===== src/rtl/seg_pkg.sv =====
`default_nettype none
// ============================================================================
// Module  : seg_pkg
// Brief   : Shared BCD types and limits for the cascaded segment counter.
// Rev     : 1.0
// ============================================================================
package seg_pkg;

    typedef logic [3:0] bcd_t;

    localparam int BCD_MAX    = 9;
    localparam int DIGITS_MIN = 1;
    localparam int DIGITS_MAX = 8;

    function automatic logic bcd_in_range(input bcd_t value, input int unsigned limit);
        return value <= bcd_t'(limit);
    endfunction

endpackage
`default_nettype wire


===== src/rtl/seg_bcd_digit.sv =====
`default_nettype none
// ============================================================================
// Module  : seg_bcd_digit
// Brief   : One up/down BCD digit register with terminal-value flag.
// Rev     : 1.0
// ============================================================================
module seg_bcd_digit
    import seg_pkg::*;
#(
    parameter int MAX = BCD_MAX
) (
    input  logic clk,
    input  logic reset,
    input  logic en,
    input  logic up_dn,
    input  logic clr,
    input  logic load,
    input  logic load_ok,
    input  bcd_t load_val,
    output bcd_t digit,
    output logic term
);

    localparam bcd_t c_MAX = bcd_t'(MAX);

    bcd_t r_digit;
    bcd_t w_next;

    assign term  = up_dn ? (r_digit == c_MAX) : (r_digit == '0);
    assign digit = r_digit;

    // A rejected load still blocks the count step for this edge.
    always_comb begin
        w_next = r_digit;
        if (clr) begin
            w_next = '0;
        end else if (load) begin
            if (load_ok) begin
                w_next = load_val;
            end
        end else if (en) begin
            if (up_dn) begin
                w_next = term ? '0 : r_digit + 4'd1;
            end else begin
                w_next = term ? c_MAX : r_digit - 4'd1;
            end
        end
    end

    always_ff @(posedge clk) begin
        if (reset) begin
            r_digit <= '0;
        end else begin
            r_digit <= w_next;
        end
    end

endmodule
`default_nettype wire


===== src/rtl/seg_cnt_chain.sv =====
`default_nettype none
// ============================================================================
// Module  : seg_cnt_chain
// Brief   : Cascaded BCD up/down counter with validated load and sticky wrap.
// Rev     : 1.0
// ============================================================================
module seg_cnt_chain
    import seg_pkg::*;
#(
    parameter int DIGITS  = 4,
    parameter int TOP_MAX = 9
) (
    input  logic                clk,
    input  logic                reset,
    input  logic                en,
    input  logic                up_dn,
    input  logic                clr,
    input  logic                load,
    input  logic [4*DIGITS-1:0] load_val,
    input  logic                ovf_clr,
    output logic [4*DIGITS-1:0] digits,
    output logic                carry_out,
    output logic [DIGITS-1:0]   dig_en,
    output logic                zero,
    output logic                ovf,
    output logic                load_err
);

    logic [DIGITS-1:0] w_term;
    logic [DIGITS-1:0] w_dig_en;
    logic              w_load_ok;
    logic              r_ovf;
    logic              r_load_err;

    always_comb begin
        w_load_ok = 1'b1;
        for (int i = 0; i < DIGITS; i++) begin
            if (!bcd_in_range(load_val[4*i +: 4],
                              (i == DIGITS - 1) ? TOP_MAX : BCD_MAX)) begin
                w_load_ok = 1'b0;
            end
        end
    end

    // Ripple enable: a digit steps only when every lower digit is terminal.
    always_comb begin
        w_dig_en    = '0;
        w_dig_en[0] = en;
        for (int i = 1; i < DIGITS; i++) begin
            w_dig_en[i] = w_dig_en[i-1] & w_term[i-1];
        end
    end

    generate
        for (genvar gi = 0; gi < DIGITS; gi++) begin : g_digit
            seg_bcd_digit #(
                .MAX ((gi == DIGITS - 1) ? TOP_MAX : BCD_MAX)
            ) u_digit (
                .clk      (clk),
                .reset    (reset),
                .en       (w_dig_en[gi]),
                .up_dn    (up_dn),
                .clr      (clr),
                .load     (load),
                .load_ok  (w_load_ok),
                .load_val (load_val[4*gi +: 4]),
                .digit    (digits[4*gi +: 4]),
                .term     (w_term[gi])
            );
        end
    endgenerate

    assign dig_en    = w_dig_en;
    assign carry_out = w_dig_en[DIGITS-1] & w_term[DIGITS-1];
    assign zero      = (digits == '0);

    // Set beats clear so a wrap coinciding with ovf_clr is never lost.
    always_ff @(posedge clk) begin
        if (reset) begin
            r_ovf      <= 1'b0;
            r_load_err <= 1'b0;
        end else begin
            if (carry_out) begin
                r_ovf <= 1'b1;
            end else if (ovf_clr) begin
                r_ovf <= 1'b0;
            end
            r_load_err <= load & ~clr & ~w_load_ok;
        end
    end

    assign ovf      = r_ovf;
    assign load_err = r_load_err;

endmodule
`default_nettype wire


===== config.mk =====
export PLATFORM = sky130hd
export DESIGN_NAME = seg_cnt_chain
export DESIGN_NICKNAME = d
export VERILOG_FILES = /design/src/rtl/seg_pkg.sv /design/src/rtl/seg_bcd_digit.sv /design/src/rtl/seg_cnt_chain.sv
export SDC_FILE = /design/constraint.sdc
export NUM_CORES = 1
export LEC_CHECK = 0
export ABC_CLOCK_PERIOD_IN_PS = 2320
export BUFFER_PORTS_ARGS = -buffer_cell sky130_fd_sc_hd__buf_4
export CORE_ASPECT_RATIO = 1.2
export CORE_MARGIN = 10
export CORE_UTILIZATION = 53
export CTS_CLUSTER_DIAMETER = 200
export CTS_CLUSTER_SIZE = 24
export DETAILED_ROUTE_END_ITERATION = 6
export PLACE_DENSITY = 0.86
export RECOVER_POWER = 50
export SKIP_LAST_GASP = 1
export SLEW_MARGIN = 10
export SYNTH_ARGS = -nofsm -noshare
export SYNTH_HDL_FRONTEND = slang
export SYNTH_SLANG_ARGS = --single-unit

===== constraint.sdc =====
create_clock -name clk -period 2.32 [get_ports clk]
set_clock_uncertainty 0.15 [all_clocks]
set_input_delay 0.116 -clock clk [delete_from_list [all_inputs] [get_ports clk]]
set_output_delay 0.116 -clock clk [all_outputs]
set_load 0.05 [all_outputs]

==> reports/metrics.yaml <==
synthArstFlopShare_pct: 0
drv_slew: 0
n_antenna_cell: 0
core_area_um2: 3110
tightest_slew_ns: 0.979
gr-total-overflow: 0
ys_seq_elements: 18
end_kind: "primary output"
rr_startpoint: "g_digit[0].u_digit.digit[1]$_SDFFE_PP0P_"
synth_cell_types: 60
final_cells: 299
synthMuxAreaShare_pct: 2.31
drive_gt1_share_pct: 26.2
hpwl_mm: 3.72
wl_per_cell_um: 17.8
relSlewSlack_pct: 34.8
clock_insertion_delay_worst_skew_ns: 0.31
dieArea_um2: 5970
grt_pass1_vias: 1750
start_util_pct: 55.8
cp_top_family: "simple AND/OR/NAND/NOR gates"
io_buffers: 46
antenna_found_initial: 0
synth_top_area_share_pct: 20.8
dr.pass1.iters: 4
netlist_instances: 217
die-width_um: 72.2
dp_cells: 284
drt_iter0_markers: 154
gp_congestion: 0.902
crit_arrival_ns: 1.99
max_stage_delay_ns: 0.38
synth_top_flop_cell: "dfxtp_1"
synthAdderAreaFrac_pct: 8.65
synthXorXnorAreaFrac_pct: 4.54
nets: 299
hold_class: "input pin to register"
grt_max_degree: 34
p_leak_nw: 0.867
cts.sink_count: 18
ys_top_cells_by_area: "dfxtp_1 21%, ha_1 8.7%, xor2_1 4.0%, a21oi_1 3.7%, nor3_1 3.5%"
synth_area_um2: 1740
track_usage_pct: 16.7
status: "finished, final reports clean"
p_per_area_nw_per_um2: 409
setup_viol_count_final: 0
root_buffer: "clkbuf_4"
antenna_left: 0
synth_edf_count: 0
yosys_warnings: 0
cts_buffers: 3
whs_path_depth: 3
utilization_pct: 70.4
slowest_stage: "dfxtp_4"
path_buf_inv: 2
fp-row-count: 22
hold_viol: 0
cp.required_ns: 2.05
nFillCells: 270
crit_type: "register to primary output"
min_period_ns: 2.25
yosysSeqAreaShare_pct: 20.8
critPathLaunch: "g_digit[2].u_digit.digit[1]$_SDFFE_PP0P_"
worstHoldStart: "clr"
finalWirelength_mm: 5.33
grt_first_pass_wirelength_mm: 8.27
top_level_ports: 47
synthesis.nets: 252
reg2regPathDepth: 8
cts_max_path_buffers: 2
drc: 0
finalSetupTns_ns: 0
cts_tree: "yes"
dieHeight_um: 82.7
yosysTopAreaCell: "dfxtp_1"
cts.clk_slew.worst_paths_ns: 0.12
synth-compound-area-share_pct: 26.5
max_freq_mhz: 444
area_delta_synth_final_pct: 26.2
vias: 1835
start_kind: "register"
cts_max_level: 1
synth_top_family_by_area: "simple AND/OR/NAND/NOR gates"
syn_area_per_cell_um2: 8.00
cp.depth: 7
crit_chain: "inv_2 -> ha_4 -> or3b_4 -> a21oi_4 -> and4_4 -> and2_4 -> buf_8"
peakVddDrop_mv: 0.309
timing.final.crit_share_pct: 97.1
cp_max_fo: 4
drt-vias-per-instance: 6.14
max-cap-violations: 0
synth_simple_gate_area_share_pct: 27.9
-- metrics by stage --
stage                     total power [mW]  hold slack (ns)  instance area [um2]  worst slack, ns
final                                0.895          0.00564                 2190           0.0677
after global routing                 0.934           0.0279                 2190         -0.00795
after global placement               0.657            0.142                 2040            0.236
after floorplan                      0.571           0.0384                 1740           0.0222
after detailed placement             0.661            0.149                 2040            0.182
after CTS                            0.881           0.0126                 2170           0.0148
-- worst min-delay path, cell delays in order --
cell and delay (ns):
buf_4 0.08, nor2_1 0.11, o21a_1 0.13
-- per-layer routing --
metal	track usage [%]	part of all wire [%]	up-vias
met3	3.46	7.0	7
met5	0	0	-
met2	30.2	52	66
met1	19.3	41	871
met4	4.46	0.77	0
li1	-	-	891
-- worst paths after layout --
kind                                                   end  slack [ns]
setup / recovery                                 carry_out        0.07
hold / removal    g_digit[2].u_digit.digit[0]$_SDFFE_PP0P_       0.006
setup reg to reg  g_digit[0].u_digit.digit[3]$_SDFFE_PP0P_        0.10
hold reg to reg   g_digit[2].u_digit.digit[1]$_SDFFE_PP0P_        0.40
-- layout make-up --
| cell class | instances | area (um2) | area share, % |
|---|---|---|---|
| clock buffer | 4 | 36.3 | 1.66 |
| inverter | 13 | 48.8 | 2.23 |
| multi-input combinational | 168 | 1280 | 58.6 |
| sequential | 18 | 377 | 17.2 |
| tap | 36 | 45.0 | 2.06 |
| timing repair buffer | 60 | 399 | 18.2 |
-- kinds of logic (layout without fill, tap and decap cells) --
kind of cell	Yosys count	in the layout
XOR/XNOR	9	9
AND/OR/NAND/NOR	82	82
adder cells (fa/ha/maj)	12	12
multiplexers	4	4
flip-flops	18	18
buffers and inverters	31	77
AO/OA/AOI/OAI	61	61
-- placed cells by master, fill, tap and decap left out, types with 3 or more instances in the layout --
cell type       n
a211oi_1        5
a21oi_1        13
buf_4          35
clkbuf_1       19
clkbuf_4        3
dfxtp_1        13
dfxtp_4         4
dlygate4sd3_1   5
ha_1            9
ha_4            3
inv_1           9
inv_2           3
mux2i_1         4
nand2_1        13
nand2b_1        7
nand3_1        11
nor2_1         11
nor2b_1         3
nor3_1         12
nor4b_1         3
o211ai_1        3
o21ai_0        12
o311a_1         4
or2_4           3
xor2_1          8
-- Yosys cell counts (2+ instances only) --
cell type / number
nand2_1: 13
o311a_1: 4
a311oi_2: 2
dfxtp_1: 18
a211oi_1: 5
buf_2: 3
a21oi_1: 13
o2111ai_1: 2
o21ai_0: 12
a211oi_2: 2
buf_6: 2
nor2b_1: 3
ha_1: 12
o21a_1: 2
nor2_1: 11
nand2b_1: 7
inv_1: 12
xor2_1: 8
clkbuf_1: 5
nor3_1: 12
buf_4: 7
nand3b_1: 2
o311ai_0: 2
nand3_1: 11
o211ai_1: 3
mux2i_1: 4
nor4b_1: 4
and4b_1: 2
or2_4: 3
-- power by group --
group	switching [mW]	total [mW]	internal, mW
clock	0.115	0.211	0.0959
sequential	0.0183	0.335	0.316
combinational	0.207	0.349	0.142
-- sequential cells by signal, summed over array words and instances, names as in the netlist --
signal and count:
g_digit.u_digit.digit 16, load_err 1, ovf 1
-- timing repair --
item | 4_1_cts | 5_1_grt
hold buffers | 5 | 0
hold endpoints to repair | 4 | 0
resized for setup | 8 | 15
setup buffers | 1 | 5
pin swaps | 1 | 5
endpoints found under the setup margin | 2 | 2
Note: power is estimated with default switching activity, not from simulation.
